===== src/rtl/risc_pkg.sv =====
// Shared RISC field layout, opcodes and NOP encoding.
// Used by fetch, the IF/ID stage and decode.
package risc_pkg;
    localparam int OPC_W = 6;
    localparam int REG_W = 5;
    localparam int IMM_W = 16;

    localparam int OPC_HI = 31;
    localparam int OPC_LO = 26;
    localparam int RS_HI  = 25;
    localparam int RS_LO  = 21;
    localparam int RT_HI  = 20;
    localparam int RT_LO  = 16;
    localparam int IMM_HI = 15;
    localparam int IMM_LO = 0;

    localparam logic [OPC_W-1:0] OP_ALU    = 6'b000000;
    localparam logic [OPC_W-1:0] OP_ADDI   = 6'b001000;
    localparam logic [OPC_W-1:0] OP_BRANCH = 6'b000100;

    localparam logic [31:0] NOP = 32'h0;

    function automatic logic [31:0] sext_imm(input logic [IMM_W-1:0] imm);
        return {{(32-IMM_W){imm[IMM_W-1]}}, imm};
    endfunction
endpackage


===== src/rtl/inst_field_decode.sv =====
// Combinational split of an instruction into opcode, rs, rt and sign-extended imm.
// Zero latency; no flow control.
module inst_field_decode
    import risc_pkg::*;
#(
    parameter int INST_W = 32
) (
    input  logic [INST_W-1:0] inst,
    output logic [OPC_W-1:0]  opcode,
    output logic [REG_W-1:0]  rs,
    output logic [REG_W-1:0]  rt,
    output logic [31:0]       imm_sext
);
    assign opcode   = inst[OPC_HI:OPC_LO];
    assign rs       = inst[RS_HI:RS_LO];
    assign rt       = inst[RT_HI:RT_LO];
    assign imm_sext = sext_imm(inst[IMM_HI:IMM_LO]);
endmodule


===== src/rtl/if_id_stage.sv =====
// IF->ID skid buffer: entries decoded on push, head visible one edge after push.
// if_ready = not full (registered count only); flush empties the buffer at the next edge.
module if_id_stage
    import risc_pkg::*;
#(
    parameter int PC_W   = 11,
    parameter int INST_W = 32,
    parameter int DEPTH  = 2
) (
    input  logic                     clk,
    input  logic                     reset,
    input  logic                     if_valid,
    input  logic [INST_W-1:0]        if_inst,
    input  logic [PC_W-1:0]          if_pc,
    output logic                     if_ready,
    input  logic                     flush,
    input  logic                     id_ready,
    output logic                     id_valid,
    output logic [INST_W-1:0]        id_inst,
    output logic [PC_W-1:0]          id_pc,
    output logic [PC_W-1:0]          id_pc_plus1,
    output logic [OPC_W-1:0]         id_opcode,
    output logic [REG_W-1:0]         id_rs,
    output logic [REG_W-1:0]         id_rt,
    output logic [31:0]              id_imm,
    output logic [$clog2(DEPTH):0]   id_count
);
    localparam int PTR_W = $clog2(DEPTH);
    localparam int CNT_W = PTR_W + 1;

    typedef struct packed {
        logic [INST_W-1:0] inst;
        logic [PC_W-1:0]   pc;
        logic [PC_W-1:0]   pc_plus1;
        logic [OPC_W-1:0]  opcode;
        logic [REG_W-1:0]  rs;
        logic [REG_W-1:0]  rt;
        logic [31:0]       imm;
    } entry_t;

    entry_t             mem [DEPTH];
    entry_t             new_entry;
    entry_t             head;
    logic [PTR_W-1:0]   rd_ptr;
    logic [PTR_W-1:0]   wr_ptr;
    logic [CNT_W-1:0]   count;
    logic               push;
    logic               pop;

    inst_field_decode #(.INST_W(INST_W)) u_decode (
        .inst     (if_inst),
        .opcode   (new_entry.opcode),
        .rs       (new_entry.rs),
        .rt       (new_entry.rt),
        .imm_sext (new_entry.imm)
    );

    assign new_entry.inst     = if_inst;
    assign new_entry.pc       = if_pc;
    assign new_entry.pc_plus1 = if_pc + PC_W'(1);

    assign if_ready = (count != CNT_W'(DEPTH));
    assign id_valid = (count != '0);
    assign push     = if_valid & if_ready;
    assign pop      = id_valid & id_ready;

    always_ff @(posedge clk or negedge reset) begin
        if (!reset) begin
            count  <= '0;
            rd_ptr <= '0;
            wr_ptr <= '0;
            for (int i = 0; i < DEPTH; i++) begin
                mem[i] <= '0;
            end
        end else if (flush) begin
            // Wrong-path beats, including any arriving this cycle, are discarded.
            count  <= '0;
            rd_ptr <= '0;
            wr_ptr <= '0;
        end else begin
            if (push) begin
                mem[wr_ptr] <= new_entry;
                wr_ptr      <= wr_ptr + PTR_W'(1);
            end
            if (pop) begin
                rd_ptr <= rd_ptr + PTR_W'(1);
            end
            case ({push, pop})
                2'b10:   count <= count + CNT_W'(1);
                2'b01:   count <= count - CNT_W'(1);
                default: count <= count;
            endcase
        end
    end

    // Stale entries stay in storage after pops/flush, so every field is masked.
    assign head        = mem[rd_ptr];
    assign id_inst     = id_valid ? head.inst     : NOP[INST_W-1:0];
    assign id_pc       = id_valid ? head.pc       : '0;
    assign id_pc_plus1 = id_valid ? head.pc_plus1 : '0;
    assign id_opcode   = id_valid ? head.opcode   : '0;
    assign id_rs       = id_valid ? head.rs       : '0;
    assign id_rt       = id_valid ? head.rt       : '0;
    assign id_imm      = id_valid ? head.imm      : '0;
    assign id_count    = count;
endmodule

===== config.mk =====
export PLATFORM = sky130hd
export DESIGN_NAME = if_id_stage
export DESIGN_NICKNAME = d
export VERILOG_FILES = /design/src/rtl/risc_pkg.sv /design/src/rtl/inst_field_decode.sv /design/src/rtl/if_id_stage.sv
export SDC_FILE = /design/constraint.sdc
export NUM_CORES = 1
export LEC_CHECK = 0
export BUFFER_PORTS_ARGS = -buffer_cell sky130_fd_sc_hd__buf_2
export CAP_MARGIN = 20
export CORE_ASPECT_RATIO = 0.75
export CORE_MARGIN = 2
export CORE_UTILIZATION = 44
export DETAILED_ROUTE_END_ITERATION = 8
export GPL_ROUTABILITY_DRIVEN = 1
export PLACE_DENSITY = 0.71
export SETUP_SLACK_MARGIN = 0.15
export SLEW_MARGIN = 20
export SYNTH_ARGS = -nofsm -noshare
export SYNTH_HDL_FRONTEND = slang
export SYNTH_SLANG_ARGS = --single-unit

===== constraint.sdc =====
create_clock -name clk -period 2.7 [get_ports clk]
set_input_delay 0.135 -clock clk [delete_from_list [all_inputs] [get_ports clk]]
set_output_delay 0.135 -clock clk [all_outputs]
set_load 0.1 [all_outputs]

; Word-level counts from Yosys, hierarchy flattened
; Index checks and enable logic that the tools add are counted.
[word_totals]
reg_bits = 208
latchBits = 0
ram_bits = 0
romBits = 0
input_bits = 48
elab_cells = 58
memories = 0
[op_classes]
n_addsub = 5
n_mul = 0
n_div = 0
n_lt_le_gt_ge = 3
n_eq_ne = 3
n_shift = 0
mux = 19
bitwise = 5
n_reduce_logical = 6
[ops]
columns = op, count
row1 = $mux W102, 4
row2 = $bwmux W204, 1
row3 = $demux W102 S1, 1
row4 = $mux W32, 2
row5 = $mux W11, 2
row6 = $add A11 B1 Y11 const B, 1
row7 = $mux W5, 2
row8 = $mux W6, 1
row9 = $reduce_bool A2 Y1, 3
row10 = $ge A2 B2 Y1 const B, 2
row11 = $mux W1, 4
row12 = $not A1 Y2, 2
row13 = $pmux W2 S2, 1
row14 = $reduce_bool A3 Y1, 1
row15 = $add A1 B1 Y1 const B, 2
row16 = $add A2 B1 Y2 const B, 1
row17 = $and A1 B1 Y1, 2
row18 = $eq A2 B1 Y1 const B, 1
row19 = $eq A2 B2 Y1 const B, 1
row20 = $lt A2 B1 Y1 const B, 1
row21 = $mux W2, 1
row22 = $ne A2 B2 Y1 const B, 1
row23 = $reduce_and A2 Y1, 1
row24 = $sub A2 B1 Y2 const B, 1
row25 = 2 further kinds, 2

; Longest topological paths before layout
; Gate-level depths: netlist of the first run.
[logic_depth]
ltp_word = 6
ltp_mapped = 6

; Cells and area by module
; Synthesis of the first run repeated with hierarchy kept, for this count alone.
[hier_totals]
cells_unflattened = 779
area_unflattened_um2 = 10697.8
[modules_own_cells]
columns = mod, n_inst, cells_per_inst, area_each_um2
row1 = if_id_stage, 1, 731, 10337.4
row2 = inst_field_decode, 1, 48, 360.3

; Least setup slack after synthesis of the first run
; No wires, ideal clock.
[synth_timing]
kind = register -> output
start = reg count[0] (netlist: id_count[0])
end = out id_imm[16]
arrival_time_ns = 3.903
t_required_ns = 2.565
setup_slack_ns = -1.338
stages_incl_launch_ff = 6
cell_sequence = dfrtp_1 -> nor2_1 -> clkbuf_1 -> buf_1 -> nor2_1 -> buf_4
[synth_via]
elab_chain_len = 2
[synth_rtl]
columns = element, line
row1 = "start, declared", if_id_stage.sv:46  ; logic [CNT_W-1:0] count;
row2 = "start signal, assigned", if_id_stage.sv:89  ; 2'b10: count <= count + CNT_W'(1);
row3 = "start signal, assigned", if_id_stage.sv:90  ; 2'b01: count <= count - CNT_W'(1);
row4 = "start signal, assigned", if_id_stage.sv:91  ; default: count <= count;
row5 = $reduce_bool A2 Y1, if_id_stage.sv:63  ; assign id_valid = (count != '0);
row6 = $mux W32, if_id_stage.sv:104  ; assign id_imm = id_valid ? head.imm : '0;
row7 = "end, declared", if_id_stage.sv:25  ; output logic [31:0] id_imm,
; Every way passes these cells.

; Worst setup path in the final report of the first run
[layout_timing]
start = reg rd_ptr
end = out id_pc[2]
[layout_via]
elab_chain_len = 5
[layout_rtl]
columns = element, line
row1 = "start, declared", if_id_stage.sv:44  ; logic [PTR_W-1:0] rd_ptr;
row2 = "start signal, assigned", if_id_stage.sv:86  ; rd_ptr <= rd_ptr + PTR_W'(1);
row3 = $not A1 Y2 (not written as such), if_id_stage.sv:97  ; assign head = mem[rd_ptr];
row4 = $mux W102 (not written as such) (3 in a row), if_id_stage.sv:97
row5 = $mux W11, if_id_stage.sv:99  ; assign id_pc = id_valid ? head.pc : '0;
row6 = "end, declared", if_id_stage.sv:20  ; output logic [PC_W-1:0] id_pc,
; Every way passes these cells. The select of a mux whose other input is x is not followed.

==> results of run 1 <==
==> flip-flops by register name, summed over array words and instances (netlist names) <==
register,flops
wr_ptr,1
mem,108
rd_ptr,1
id_count,2
==> cell type report <==
type                       count  share of cell area [%]
clock buffer                  10                    3.23
sequential                   112                    39.7
multi-input combinational    273                    39.0
inverter                       9                   0.476
clock inverter                 6                    1.30
timing repair buffer         167                    13.2
tap                          175                    3.09
==> logic make-up after synthesis <==
group | count (synthesis)
flip-flops | 112
adder cells (fa/ha/maj) | 1
AND/OR/NAND/NOR | 80
XOR/XNOR | 4
AO/OA/AOI/OAI | 38
multiplexers | 150
buffers and inverters | 86
==> metal layers <==
metal,part of all wire [%],vias up,global-route usage (%)
li1,-,1819,-
met1,47,1980,25.6
met2,46,121,29.3
met3,5.8,12,4.27
met4,1.2,0,4.55
met5,0,-,0
==> what timing repair did <==
item                                    in CTS  in global routing
hold endpoints to repair                    59                  0
hold buffers                                 1                  0
setup buffers                                0                  0
endpoints found under the setup margin       0                  0
gates resized for setup                      0                  0
==> cells in the mapped netlist (7+ instances only) <==
cell	number	area share [%]
a31oi_1	12	1.2
dfrtp_1	112	46
mux2_2	17	3.2
nor2_1	57	3.5
buf_4	48	6.0
mux2i_1	56	9.3
a41oi_1	12	1.7
buf_6	7	1.3
buf_2	8	0.66
mux2_4	77	19
inv_1	7	0.43
==> final timing paths <==
check | endpoint | slack (ns) | start
min in group asynchronous | mem[95]$_DFFE_PN0P_ | 0.42 | reset
max reg2reg | mem[153]$_DFFE_PN0P_ | 0.57 | id_count[1]$_DFFE_PN0P_
max in group asynchronous | mem[86]$_DFFE_PN0P_ | 1.53 | reset
min | id_count[1]$_DFFE_PN0P_ | 0.02 | flush
min reg2reg | mem[166]$_DFFE_PN0P_ | 0.51 | mem[166]$_DFFE_PN0P_
max | id_pc[2] | 0.43 | rd_ptr$_DFFE_PN0P_
==> power breakdown <==
part           total [mW]  internal [mW]  switching, mW  leakage [nW]
Sequential           2.34           2.08          0.253          1.32
Combinational        2.82          0.805           2.01          1.84
Clock                1.44          0.819          0.617         0.149
==> metrics.txt, run 1 <==
# TYPE chip_impl_metric gauge
chip_impl_metric{name="initial_utilization",unit="%"} 44.6
chip_impl_metric{name="synth.cell_area",unit="µm²"} 6050
chip_impl_metric{name="multi_input_combinational_cell_area",unit="µm²"} 2770
chip_impl_metric{name="post_drt_via_cell_ratio",unit=""} 5.23
chip_impl_metric{name="final_standard_cell_area_without_fillers",unit="µm²"} 7100
chip_impl_metric{name="antenna-diode-count",unit=""} 0
chip_impl_info{name="cts_tree",value="built"} 1
chip_impl_metric{name="fin_nets",unit=""} 621
chip_impl_metric{name="antenna_left",unit=""} 0
chip_impl_metric{name="number_of_antenna_violations_at_the_first_check_in_global_routing",unit=""} 0
chip_impl_metric{name="post_synth_and_or_nand_nor_area_fraction",unit="%"} 6.27
chip_impl_metric{name="report.power.total",unit="mW"} 6.59
chip_impl_metric{name="setup_viol",unit=""} 0
chip_impl_info{name="timing.critical_path.cells",value="buf_4, mux2i_1, nor2_1, buf_2"} 1
chip_impl_metric{name="core-area",unit="µm²"} 13600
chip_impl_metric{name="register_bit_total_from_synthesis",unit=""} 112
chip_impl_metric{name="synth-edff-count",unit=""} 0
chip_impl_info{name="buffer_type_at_the_clock_tree_root",value="clkbuf_16"} 1
chip_impl_metric{name="cellLeakagePower",unit="nW"} 3.31
chip_impl_metric{name="finalWirelength",unit="µm"} 13300
chip_impl_info{name="timing.critical_path.slowest_stage_cell",value="dfrtp_4"} 1
chip_impl_metric{name="worst_slew_pin_slew",unit="ns"} 0.793
chip_impl_metric{name="achievable-frequency",unit="GHz"} 0.440
chip_impl_info{name="final_cell_mix",value="buf_2, dfrtp_1, mux2_4, mux2i_1, nor2_2"} 1
chip_impl_metric{name="clkTransAtPathRegs",unit="ns"} 0.07
chip_impl_metric{name="largest_incremental_delay_on_the_critical_path",unit="ns"} 0.70
chip_impl_metric{name="sequential_cell_area",unit="µm²"} 2810
chip_impl_metric{name="area_delta_synth_final",unit="%"} 17.3
chip_impl_metric{name="synth-compound-area-share",unit="%"} 4.40
chip_impl_metric{name="die_height",unit="µm"} 106
chip_impl_metric{name="drtIter0Drc",unit=""} 261
chip_impl_info{name="path_delay_family",value="buffers and inverters"} 1
chip_impl_metric{name="buffer_ports.inserted",unit=""} 153
chip_impl_metric{name="layout.filler_cells",unit=""} 1215
chip_impl_metric{name="grt.total_usage",unit="%"} 18.4
chip_impl_metric{name="min_period_over_period",unit="%"} 84.1
chip_impl_metric{name="hold_viol",unit=""} 0
chip_impl_metric{name="synthesis.instances",unit=""} 471
chip_impl_metric{name="route.detailed.drc",unit=""} 0
chip_impl_metric{name="ys_async_sr_fraction",unit="%"} 100
chip_impl_metric{name="power_density",unit="nW/µm²"} 929
chip_impl_info{name="timing_worst_setup_path_type",value="flop to output port"} 1
chip_impl_metric{name="max_cap_violations",unit=""} 0
chip_impl_metric{name="fin_worst_hold_slack",unit="ns"} 0.0215
chip_impl_metric{name="drive_gt1_share",unit="%"} 56.2
chip_impl_metric{name="muxShareOfSynthArea",unit="%"} 31.5
chip_impl_metric{name="cp.required",unit="ns"} 2.57
chip_impl_metric{name="critical_path_depth",unit=""} 4
chip_impl_metric{name="arithmetic_cell_share_of_the_synthesized_area_counting_full_adders_half_adders_and_majority_gates",unit="%"} 0.207
chip_impl_info{name="most_common_cell_after_layout_fill_and_taps_aside",value="buf_2"} 1
chip_impl_metric{name="cts_inserted_buffers",unit=""} 9
chip_impl_info{name="outcome",value="completed"} 1
chip_impl_metric{name="timing.reg2reg.worst_path_depth",unit=""} 5
chip_impl_metric{name="timing.max_slew.rel_slack",unit="%"} 47.2
chip_impl_metric{name="ir_drop",unit="V"} 0.000556
chip_impl_metric{name="clock_insertion_delay_worst_skew",unit="ns"} 0.35
chip_impl_metric{name="finalWorstSetupSlack",unit="ns"} 0.429
chip_impl_info{name="yosys_most_used_dff",value="dfrtp_1"} 1
chip_impl_info{name="grt_setup_unrepaired",value="no"} 1
chip_impl_metric{name="yosys.area_share.xor_xnor",unit="%"} 0.579
chip_impl_metric{name="final_max_slew_viol_count",unit=""} 0
chip_impl_metric{name="min_period",unit="ns"} 2.27
chip_impl_metric{name="synth.distinct_cells",unit=""} 37
chip_impl_metric{name="placedCellCount",unit=""} 735
chip_impl_metric{name="gr-total-overflow",unit=""} 0
chip_impl_metric{name="synth.net_count",unit=""} 520
chip_impl_metric{name="clock_tree.htree_level_count",unit=""} 3
chip_impl_metric{name="place_hpwl",unit="µm"} 9320
chip_impl_metric{name="ios",unit=""} 154
chip_impl_metric{name="vias_in_the_first_global_route",unit=""} 4086
chip_impl_metric{name="gpl_congestion",unit=""} 0.830
chip_impl_metric{name="worst_setup_slack_before_clock_tree_synthesis",unit="ns"} 0.575
chip_impl_metric{name="final.setup.tns",unit="ns"} 0
chip_impl_info{name="synth_top_family_by_area",value="multiplexers"} 1
chip_impl_metric{name="via_count",unit=""} 3932
chip_impl_info{name="endpoint_kind",value="output port"} 1
chip_impl_metric{name="skew",unit="ns"} 0.00869
chip_impl_metric{name="post_route_utilization",unit="%"} 52.3
chip_impl_metric{name="worst-endpoint-arrival",unit="ns"} 2.14
chip_impl_metric{name="timing.critical_path.fanout_max",unit=""} 23
chip_impl_info{name="worstSetupStartpointType",value="flop"} 1
chip_impl_metric{name="cp.buffers_inverters",unit=""} 2
chip_impl_metric{name="clock_path_buffers",unit=""} 2
chip_impl_metric{name="portion_of_the_post_synthesis_area_used_by_sequential_elements",unit="%"} 46.3
chip_impl_metric{name="syn_area_per_cell",unit="µm²"} 12.8
chip_impl_metric{name="placement_rows",unit=""} 37
chip_impl_metric{name="yosys_warnings",unit=""} 0
chip_impl_metric{name="dpl-instance-area",unit="µm²"} 6760
chip_impl_metric{name="grt_pass1_wl",unit="µm"} 21700
chip_impl_metric{name="die-width",unit="µm"} 139
chip_impl_metric{name="cts.sinks",unit=""} 112
chip_impl_metric{name="final_cells",unit=""} 752
chip_impl_metric{name="grt_start_max_net_pins",unit=""} 62
chip_impl_metric{name="min_delay_path_depth",unit=""} 2
chip_impl_metric{name="detail_route.wl_per_cell",unit="µm"} 17.7
chip_impl_metric{name="detailedRoute.firstPassIterationCount",unit=""} 4
chip_impl_metric{name="floorplan.die_area",unit="µm²"} 14700
chip_impl_info{name="min-delay-path-class",value="primary input to flop"} 1
Power figures use the tool's default switching activity.
==> inputs of run 2 (changes only) <==
Settings changed: ABC_AREA from default to 1, PLACE_DENSITY 0.71 to 0.75.
Clock period 2.7 ns to 2.06 ns, I/O delays scaled along.
==> metrics.txt, run 2 <==
# TYPE chip_impl_metric gauge
chip_impl_metric{name="buffer_ports.inserted",unit=""} 153
chip_impl_metric{name="initial_utilization",unit="%"} 45.1
chip_impl_metric{name="core-area",unit="µm²"} 12300
chip_impl_metric{name="final_max_slew_viol_count",unit=""} 0
chip_impl_metric{name="power_density",unit="nW/µm²"} 1710
chip_impl_metric{name="max_cap_violations",unit=""} 0
chip_impl_metric{name="post_drt_via_cell_ratio",unit=""} 5.00
chip_impl_metric{name="final_cells",unit=""} 971
chip_impl_metric{name="portion_of_the_post_synthesis_area_used_by_sequential_elements",unit="%"} 50.6
chip_impl_metric{name="fin_nets",unit=""} 849
chip_impl_metric{name="report.power.total",unit="mW"} 14.6
chip_impl_info{name="worstSetupStartpointType",value="flop"} 1
chip_impl_info{name="buffer_type_at_the_clock_tree_root",value="clkbuf_16"} 1
chip_impl_info{name="most_common_cell_after_layout_fill_and_taps_aside",value="nand2_1"} 1
chip_impl_metric{name="syn_area_per_cell",unit="µm²"} 7.85
chip_impl_info{name="synth_top_cells_by_area",value="dfrtp_1, nand2_1, buf_4"} 1
chip_impl_info{name="synthMostInstantiatedCell",value="nand2_1"} 1
chip_impl_metric{name="drtIter0Drc",unit=""} 343
chip_impl_info{name="endpoint_kind",value="output port"} 1
chip_impl_metric{name="place_hpwl",unit="µm"} 9920
chip_impl_metric{name="skew",unit="ns"} 0.00697
chip_impl_metric{name="antenna-diode-count",unit=""} 0
chip_impl_metric{name="min_delay_path_depth",unit=""} 3
chip_impl_info{name="outcome",value="completed"} 1
chip_impl_metric{name="antenna_left",unit=""} 0
chip_impl_metric{name="sequential_cell_area",unit="µm²"} 2810
chip_impl_metric{name="yosys_warnings",unit=""} 0
chip_impl_metric{name="grt_pass1_wl",unit="µm"} 23400
chip_impl_metric{name="finalWorstSetupSlack",unit="ns"} 0.188
chip_impl_metric{name="ios",unit=""} 154
chip_impl_metric{name="clkTransAtPathRegs",unit="ns"} 0.07
chip_impl_metric{name="ys_async_sr_fraction",unit="%"} 100
chip_impl_metric{name="synth.cell_area",unit="µm²"} 5540
chip_impl_metric{name="detail_route.wl_per_cell",unit="µm"} 14.6
chip_impl_metric{name="final.setup.tns",unit="ns"} 0
chip_impl_info{name="timing_worst_setup_path_type",value="flop to output port"} 1
chip_impl_metric{name="vias_in_the_first_global_route",unit=""} 4731
chip_impl_metric{name="synthesis.instances",unit=""} 706
chip_impl_metric{name="number_of_antenna_violations_at_the_first_check_in_global_routing",unit=""} 0
chip_impl_metric{name="die-width",unit="µm"} 134
chip_impl_metric{name="min_period_over_period",unit="%"} 90.9
chip_impl_metric{name="synth-edff-count",unit=""} 0
chip_impl_metric{name="floorplan.die_area",unit="µm²"} 13500
chip_impl_metric{name="detailedRoute.firstPassIterationCount",unit=""} 4
chip_impl_metric{name="cp.required",unit="ns"} 1.96
chip_impl_metric{name="cts_inserted_buffers",unit=""} 9
chip_impl_metric{name="register_bit_total_from_synthesis",unit=""} 112
chip_impl_metric{name="post-synth-top-area-fraction",unit="%"} 50.6
chip_impl_metric{name="gr-total-overflow",unit=""} 0
chip_impl_info{name="synth.top_cells.by_count",value="nand2_1, dfrtp_1, a21oi_1"} 1
chip_impl_metric{name="multi_input_combinational_cell_area",unit="µm²"} 2490
chip_impl_metric{name="area_delta_synth_final",unit="%"} 53.9
chip_impl_metric{name="timing.critical_path.fanout_max",unit=""} 19
chip_impl_metric{name="ir_drop",unit="V"} 0.000862
chip_impl_metric{name="placement_rows",unit=""} 35
chip_impl_metric{name="timing.reg2reg.worst_path_depth",unit=""} 8
chip_impl_info{name="final_cell_mix",value="nand2_1, dfrtp_1, buf_12, inv_1, o21ai_1"} 1
chip_impl_metric{name="clock_path_buffers",unit=""} 2
chip_impl_metric{name="drive_gt1_share",unit="%"} 31.2
chip_impl_metric{name="grt.total_usage",unit="%"} 21.6
chip_impl_metric{name="worst_setup_slack_before_clock_tree_synthesis",unit="ns"} 0.469
chip_impl_metric{name="cts.repair_timing.setup_buffer_count",unit=""} 0
chip_impl_info{name="cts_tree",value="built"} 1
chip_impl_info{name="critical_path.reg2reg.startpoint",value="id_count[0]$_DFFE_PN0P_"} 1
chip_impl_info{name="largest-register",value="mem"} 1
chip_impl_metric{name="via_count",unit=""} 4853
chip_impl_metric{name="finalWirelength",unit="µm"} 14100
chip_impl_metric{name="route.detailed.drc",unit=""} 0
chip_impl_metric{name="min_period",unit="ns"} 1.87
chip_impl_info{name="grt_setup_unrepaired",value="yes"} 1
chip_impl_metric{name="gpl_congestion",unit=""} 0.833
chip_impl_metric{name="worst-endpoint-arrival",unit="ns"} 1.77
chip_impl_metric{name="layout.filler_cells",unit=""} 893
chip_impl_info{name="yosys_most_used_dff",value="dfrtp_1"} 1
chip_impl_info{name="min-delay-path-class",value="primary input to flop"} 1
chip_impl_info{name="timing.critical_path.from",value="id_count[0]$_DFFE_PN0P_"} 1
chip_impl_metric{name="setup_viol",unit=""} 0
chip_impl_metric{name="cts.sinks",unit=""} 112
chip_impl_metric{name="worst_slew_pin_slew",unit="ns"} 0.609
chip_impl_metric{name="grt_start_max_net_pins",unit=""} 113
chip_impl_metric{name="die_height",unit="µm"} 101
chip_impl_metric{name="largest_register_ffs",unit=""} 108
chip_impl_metric{name="clock_tree.htree_level_count",unit=""} 3
chip_impl_info{name="netlist.top_cell.by_area",value="dfrtp_1"} 1
chip_impl_metric{name="timing.max_slew.rel_slack",unit="%"} 59.4
chip_impl_metric{name="placedCellCount",unit=""} 954
chip_impl_metric{name="cellLeakagePower",unit="nW"} 3.92
chip_impl_metric{name="hold_viol",unit=""} 0
chip_impl_metric{name="achievable-frequency",unit="GHz"} 0.534
chip_impl_metric{name="synth.net_count",unit=""} 755
chip_impl_metric{name="clock_insertion_delay_worst_skew",unit="ns"} 0.35
chip_impl_metric{name="synth.distinct_cells",unit=""} 23
chip_impl_info{name="hp-start",value="if_inst[25]"} 1
==> run 2: power by group <==
group | switching [mW] | internal, mW | leakage, nW | total, mW
combinational | 6.42 | 3.07 | 2.39 | 9.49
clock | 0.757 | 0.887 | 0.135 | 1.64
sequential | 0.453 | 3.05 | 1.39 | 3.50
==> run 2: logic make-up (layout without fill, tap and decap cells) <==
| logic type | count (synthesis) | count (layout) | synth area share, % |
|---|---|---|---|
| flip-flops | 112 | 112 | 50.6 |
| AND/OR/NAND/NOR | 288 | 288 | 20.7 |
| AO/OA/AOI/OAI | 156 | 156 | 14.2 |
| buffers and inverters | 145 | 244 | 13.7 |
| XOR/XNOR | 4 | 4 | 0.632 |
| adder cells (fa/ha/maj) | 1 | 1 | 0.226 |
==> run 2: repair_timing <==
| item | CTS | global route |
|---|---|---|
| hold buffers | 1 | 0 |
| hold endpoints to repair | 112 | 0 |
| resized for setup | 1 | 3 |
| endpoints found under the setup margin | 15 | 76 |
==> run 2: worst paths after layout <==
kind                                           end  slack [ns]
min reg2reg                    mem[53]$_DFFE_PN0P_        0.48
max                                   id_opcode[2]        0.19
min in group asynchronous      mem[71]$_DFFE_PN0P_        0.35
max reg2reg                    mem[83]$_DFFE_PN0P_        0.46
max in group asynchronous  id_count[0]$_DFFE_PN0P_        1.20
min                           mem[197]$_DFFE_PN0P_       0.008
==> run 2: cell type report <==
cell class / instances / share of cell area, %
Sequential cell: 112 / 32.9
Timing Repair Buffer: 169 / 29.5
Multi-Input combinational cell: 449 / 29.1
Clock buffer: 12 / 3.01
Inverter: 59 / 2.61
Tap cell: 166 / 2.43
Clock inverter: 4 / 0.337
==> run 2: metrics by stage <==
| stage | instance area [µm²] | hold WS (ns) | utilization [%] |
|---|---|---|---|
| floorplan | 6560 | -0.193 | - |
| global placement | 8230 | 0.230 | 66.9 |
| detailed placement | 8230 | 0.224 | 66.9 |
| CTS | 8530 | 0.00133 | 69.3 |
| global route | 8530 | 0.00929 | 69.3 |
| finish | 8530 | 0.00759 | 69.3 |
==> run 2: metal layers <==
metal,wire (µm),share of wire (%),track usage [%]
met5,0,0,0
met4,113,0.80,4.50
met3,975,6.9,5.21
met2,6720,48,35.6
met1,6330,45,29.6
==> run 2: worst max-delay path: stages, from the launching register on <==
cell and delay (ns):
dfrtp_4 0.51, nor2_4 0.13, buf_12 0.24, buf_4 0.27, a21oi_4 0.08, buf_12 0.18
